File: src/rtl/spi_regfile.sv
// spi_regfile: oversampled SPI-slave register file (mode 0, MSB first) with write strobes and frame checking.
// Optional macro SPI_READBACK_EN adds read-back frames on sdo; without it read frames are rejected.
module spi_regfile #(
    parameter int                ADDR_W    = 7,
    parameter int                DATA_W    = 8,
    parameter int                NUM_REGS  = 5,
    parameter logic [DATA_W-1:0] RESET_VAL = '0
) (
    input  logic                       clk,
    input  logic                       rst,
    input  logic                       sclk,
    input  logic                       cs,
    input  logic                       sdi,
    output logic                       sdo,
    output logic [NUM_REGS*DATA_W-1:0] regs,
    output logic                       wr_stb,
    output logic [ADDR_W-1:0]          wr_addr,
    output logic                       frame_err
);
    // state  | meaning
    // IDLE   | waiting for a synced cs falling edge
    // SHIFT  | frame in progress, counting synced sclk rising edges
    // COMMIT | one clk: validate the frame, write a register or flag an error
    localparam int FRAME_W = 1 + ADDR_W + DATA_W;
    localparam int CNT_W   = $clog2(FRAME_W + 2);
    localparam logic [CNT_W-1:0] CNT_SAT  = CNT_W'(FRAME_W + 1);
    localparam logic [CNT_W-1:0] CNT_FULL = CNT_W'(FRAME_W);
    localparam logic [CNT_W-1:0] CNT_ADDR = CNT_W'(ADDR_W);
`ifdef SPI_READBACK_EN
    localparam logic RD_EN = 1'b1;
`else
    localparam logic RD_EN = 1'b0;
`endif

    typedef enum logic [1:0] {IDLE, SHIFT, COMMIT} state_t;

    state_t             state_q, state_d;
    logic [2:0]         sclk_sync_q, sclk_sync_d;
    logic [2:0]         cs_sync_q, cs_sync_d;
    logic [1:0]         sdi_sync_q, sdi_sync_d;
    logic [CNT_W-1:0]   cnt_q, cnt_d;
    logic [FRAME_W-1:0] shreg_q, shreg_d;
    logic [DATA_W-1:0]  regs_q [NUM_REGS];
    logic [DATA_W-1:0]  regs_d [NUM_REGS];
    logic               wr_stb_q, wr_stb_d;
    logic [ADDR_W-1:0]  wr_addr_q, wr_addr_d;
    logic               frame_err_q, frame_err_d;
    logic               cs_pend_q, cs_pend_d;

    logic               sclk_rise, cs_rise, cs_fall;
    logic               f_rw, f_addr_ok, f_len_ok;
    logic [ADDR_W-1:0]  f_addr;
    logic [DATA_W-1:0]  f_data;

    assign sclk_rise = sclk_sync_q[1] & ~sclk_sync_q[2];
    assign cs_rise   = cs_sync_q[1] & ~cs_sync_q[2];
    assign cs_fall   = ~cs_sync_q[1] & cs_sync_q[2];

    assign f_rw     = shreg_q[FRAME_W-1];
    assign f_addr   = shreg_q[DATA_W +: ADDR_W];
    assign f_data   = shreg_q[DATA_W-1:0];
    assign f_len_ok = (cnt_q == CNT_FULL);

    always_comb begin
        f_addr_ok = 1'b0;
        for (int k = 0; k < NUM_REGS; k++) begin
            if (f_addr == ADDR_W'(k)) f_addr_ok = 1'b1;
        end
    end

    always_comb begin
        sclk_sync_d = {sclk_sync_q[1:0], sclk};
        cs_sync_d   = {cs_sync_q[1:0], cs};
        sdi_sync_d  = {sdi_sync_q[0], sdi};
        state_d     = state_q;
        cnt_d       = cnt_q;
        shreg_d     = shreg_q;
        regs_d      = regs_q;
        wr_stb_d    = 1'b0;
        wr_addr_d   = wr_addr_q;
        frame_err_d = 1'b0;
        cs_pend_d   = 1'b0;
        case (state_q)
            IDLE: begin
                if (cs_fall || cs_pend_q) begin
                    state_d = SHIFT;
                    cnt_d   = '0;
                    shreg_d = '0;
                end
            end
            SHIFT: begin
                // a cs rise in the same synced cycle as an sclk rise ends the frame without counting it
                if (cs_rise) begin
                    state_d = COMMIT;
                end else if (sclk_rise) begin
                    shreg_d = {shreg_q[FRAME_W-2:0], sdi_sync_q[1]};
                    if (cnt_q != CNT_SAT) cnt_d = cnt_q + CNT_W'(1);
                end
            end
            COMMIT: begin
                state_d   = IDLE;
                cs_pend_d = cs_fall;
                if (f_len_ok && f_rw && f_addr_ok) begin
                    for (int k = 0; k < NUM_REGS; k++) begin
                        if (f_addr == ADDR_W'(k)) regs_d[k] = f_data;
                    end
                    wr_stb_d  = 1'b1;
                    wr_addr_d = f_addr;
                end else if (!(f_len_ok && !f_rw && RD_EN)) begin
                    frame_err_d = 1'b1;
                end
            end
            default: state_d = IDLE;
        endcase
    end

    // Synchronisers reset low so a cs already low at reset release cannot look like a falling edge.
    always_ff @(posedge clk) begin
        if (rst) begin
            state_q     <= IDLE;
            sclk_sync_q <= '0;
            cs_sync_q   <= '0;
            sdi_sync_q  <= '0;
            cnt_q       <= '0;
            shreg_q     <= '0;
            wr_stb_q    <= 1'b0;
            wr_addr_q   <= '0;
            frame_err_q <= 1'b0;
            cs_pend_q   <= 1'b0;
            for (int k = 0; k < NUM_REGS; k++) regs_q[k] <= RESET_VAL;
        end else begin
            state_q     <= state_d;
            sclk_sync_q <= sclk_sync_d;
            cs_sync_q   <= cs_sync_d;
            sdi_sync_q  <= sdi_sync_d;
            cnt_q       <= cnt_d;
            shreg_q     <= shreg_d;
            wr_stb_q    <= wr_stb_d;
            wr_addr_q   <= wr_addr_d;
            frame_err_q <= frame_err_d;
            cs_pend_q   <= cs_pend_d;
            regs_q      <= regs_d;
        end
    end

`ifdef SPI_READBACK_EN
    logic              sclk_fall;
    logic [DATA_W-1:0] osh_q, osh_d;
    logic              rd_act_q, rd_act_d;
    logic              sdo_q, sdo_d;
    logic [DATA_W-1:0] rd_word;

    assign sclk_fall = ~sclk_sync_q[1] & sclk_sync_q[2];

    // Load on the address-completing rise; the following fall puts the MSB out ahead of the first data rise.
    always_comb begin
        rd_word = '0;
        for (int k = 0; k < NUM_REGS; k++) begin
            if (shreg_d[ADDR_W-1:0] == ADDR_W'(k)) rd_word = regs_q[k];
        end
        osh_d    = osh_q;
        rd_act_d = rd_act_q;
        sdo_d    = sdo_q;
        if (state_q != SHIFT || cs_rise) begin
            osh_d    = '0;
            rd_act_d = 1'b0;
            sdo_d    = 1'b0;
        end else if (sclk_rise && cnt_q == CNT_ADDR && !shreg_d[ADDR_W]) begin
            osh_d    = rd_word;
            rd_act_d = 1'b1;
        end else if (sclk_fall && rd_act_q) begin
            sdo_d = osh_q[DATA_W-1];
            osh_d = osh_q << 1;
        end
    end

    always_ff @(posedge clk) begin
        if (rst) begin
            osh_q    <= '0;
            rd_act_q <= 1'b0;
            sdo_q    <= 1'b0;
        end else begin
            osh_q    <= osh_d;
            rd_act_q <= rd_act_d;
            sdo_q    <= sdo_d;
        end
    end

    assign sdo = sdo_q;
`else
    assign sdo = 1'b0;
`endif

    for (genvar k = 0; k < NUM_REGS; k++) begin : g_regs_out
        assign regs[k*DATA_W +: DATA_W] = regs_q[k];
    end

    assign wr_stb    = wr_stb_q;
    assign wr_addr   = wr_addr_q;
    assign frame_err = frame_err_q;
endmodule

File: config.mk
export PLATFORM = sky130hd
export DESIGN_NAME = spi_regfile
export DESIGN_NICKNAME = d
export VERILOG_FILES = /design/src/rtl/spi_regfile.sv
export SDC_FILE = /design/constraint.sdc
export NUM_CORES = 1
export LEC_CHECK = 0
export CORE_ASPECT_RATIO = 1.4
export CORE_MARGIN = 5
export CORE_UTILIZATION = 35
export CTS_CLUSTER_SIZE = 24
export DETAILED_ROUTE_END_ITERATION = 8
export GPL_TIMING_DRIVEN = 0
export PLACE_DENSITY = 0.59
export SYNTH_ARGS = -nofsm -noshare
export SYNTH_HDL_FRONTEND = slang
export SYNTH_SLANG_ARGS = --single-unit
File: constraint.sdc
create_clock -name clk -period 2.71 [get_ports clk]
set_input_delay 0.813 -clock clk [delete_from_list [all_inputs] [get_ports clk]]
set_output_delay 0.813 -clock clk [all_outputs]
set_load 0.03 [all_outputs]
==> results.ini <==
[timing]
slew_viol_final=0
finClkSkew_ns=0.00685
setup_viol=0
fmax_ghz=0.394
slew_headroom_pct=57.3
worstMarginPinSlew_ns=0.636
setup_tns_ns=0
period_share_pct=93.7
hold_viol_final=0
min_period_ns=2.54
rsz0062_at_grt=no

[detailed_routing]
drt_iter0_drc=78
route.vias.total=2288
drc_errors=0
postRouteWirelength_um=6720
antenna_left=0
wl_per_cell_um=14.1
vias_per_cell=4.82
dr.pass1.iters=4

[grt]
grt_pass1_wl_um=11000
antenna_found_initial=0
grt_util_all_layers_pct=13.4
overflow=0
grt_max_degree=13
first_global_vias=2275

[power]
p_sw_w=0.000534
p_comb_share_pct=4.0
clkPwrFrac_pct=48.5
power.density_nw_per_um2=639
seq_power_share_pct=47.6
vdd_drop_max_uv=425
leakage_nw=1.58
power.internal_w=0.00204
swShare_pct=20.7

[final_layout]
finalNetCount=373
antenna_cells=0
final_util_pct=47.1
area_growth_pct=32.0
drive_gt1_share_pct=8.38

[worst_setup_path]
path_class=input pin to register
startpoint_type=input pin
required_ns=2.92
worstRegToRegCells=5
path_max_fanout=10
crit_chain=clkdlybuf4s50_1, clkinvlp_4, o21ai_1, clkbuf_1, a2bb2oi_1
critPathSlowestCell=clkdlybuf4s50_1
cp.arrival_ns=2.75
slowest_delay_ns=0.71
endpoint_kind=register

[yosys]
yosysMostFrequentCell=dfxtp_1
synthDominantCellAreaShare_pct=53.1
ys_warn_count=0
ys.flop_type=dfxtp_1
synth_top_cell_by_area=dfxtp_1
ys_top_cells_by_area=dfxtp_1 (53%), mux2i_1 (13%), nand2_1 (8.1%)
ys_seq_area_share_pct=53.1
async_flop_share_pct=0
avgSynthCellArea_um2=10.1
syn-cell-area_um2=3050
netlist_top_cells_count=dfxtp_1 (81), nand2_1 (66), mux2i_1 (40), a2bb2oi_1 (16)
syn_inst=301
syn-num-nets=309
synth-edff-count=0
synthDistinctLibCells=42
synth-seq-cells=81

[cts]
cts.sinks=81
clk_latency_ns=0.33
cts_buffer_depth=2
clkSlewWorstSetupHoldPaths_ns=0.06
cts.hold.buffers_added=0
clock-root-buffer=clkbuf_16
cts_made_buffers=9
cts_tree=done
htreeDepth=3

[floorplan]
dieArea_um2=10700
core_area_um2=8560
start_util_pct=35.7
die_y_um=121
io-pin-count=55
rows=40
die_w_um=88.9

[hold_path]
min_path_type=register to register
whs_path_depth=1

[placement]
portBuffers=53
gp_congestion=0.754
hpwl_um=5020

[outcome]
status=finished clean

[flow_run]
cap_violations=0

==> state kept, by name, summed over array words and instances, names as in the netlist, 2 cells and up <==
signal,flops
wr_addr,7
state_q,2
shreg_q,16
sclk_sync_q,3
cnt_q,5
sdi_sync_q,2
regs,40
cs_sync_q,3
==> power groups by stage <==
stage,sequential (W),combinational (W),clock (W)
after floorplan,0.00125,0.0000737,0
after global placement,0.00125,0.000101,0
after detailed placement,0.00125,0.000103,0
after CTS,0.00122,0.000103,0.00128
after global routing,0.00123,0.000113,0.00133
final,0.00122,0.000102,0.00125
==> through the flow <==
step           power (W)  worst slack [ns]  std cells  instance area [um2]  hold WS, ns
6_report         0.00257             0.170        475                 4030        0.442
5_1_grt          0.00267            0.0209        475                 4030        0.463
4_1_cts          0.00260            0.0625        475                 4020        0.444
3_5_place_dp     0.00135            -0.283        459                 3710        0.433
3_3_place_gp     0.00135            -0.252        459                 3710        0.419
2_1_floorplan    0.00132             0.861        301                 3050        0.414
==> cell families after synthesis <==
family | after synthesis | synth area share, %
flops | 81 | 53.1
simple gates | 114 | 19.3
fa+ha+maj | 3 | 1.23
compound gates | 41 | 9.71
mux | 40 | 13.1
other cells | 1 | 0.123
buf+inv | 21 | 3.40
==> final cells by class <==
cell class	count	area, um2
clock inverter	2	35.0
tap	105	131
sequential	81	1620
clock buffer	14	274
timing repair buffer	53	531
fill	817	4530
inverter	4	18.8
multi-input combinational	199	1330
buffer	17	90.1
==> cells in the final DEF (no fill, tap or decap), types with 7 or more instances in the layout <==
cell and count:
clkbuf_1 12, dfxtp_1 81, o21ai_0 7, nor2b_1 11, a21oi_1 7, clkdlybuf4s50_1 53, mux2i_1 40, a2bb2oi_1 16
clkbuf_16 9, nand2_1 66
==> final timing paths <==
path / endpoint / startpoint / slack [ns]
worst min register to register: cs_sync_q[1]$_SDFF_PP0_ / cs_sync_q[0]$_SDFF_PP0_ / 0.44
worst max-delay path: shreg_q[8]$_SDFFE_PP0P_ / rst / 0.17
worst max register to register: shreg_q[8]$_SDFFE_PP0P_ / state_q[0]$_SDFFE_PP0P_ / 0.66
worst min-delay path: cs_sync_q[1]$_SDFF_PP0_ / cs_sync_q[0]$_SDFF_PP0_ / 0.44
==> routing by layer <==
metal | part of all wire (%) | global-route usage [%] | vias to the layer above
li1 | - | - | 1165
met1 | 44 | 16.0 | 1055
met2 | 47 | 22.0 | 54
met3 | 5.9 | 3.07 | 14
met4 | 2.4 | 6.98 | 0
met5 | 0 | 0 | -
==> worst max-delay path, delay by kind of cell <==
| kind | cells | cell delay, ns |
|---|---|---|
| compound gates | 2 | 0.49 |
| buf+inv | 3 | 1.43 |
==> repair_timing <==
item,4_1_cts,5_1_grt
buffers inserted,0,0
gates resized for setup,0,3
setup endpoints to repair,0,11
Note: power is estimated with default switching activity, not from simulation.
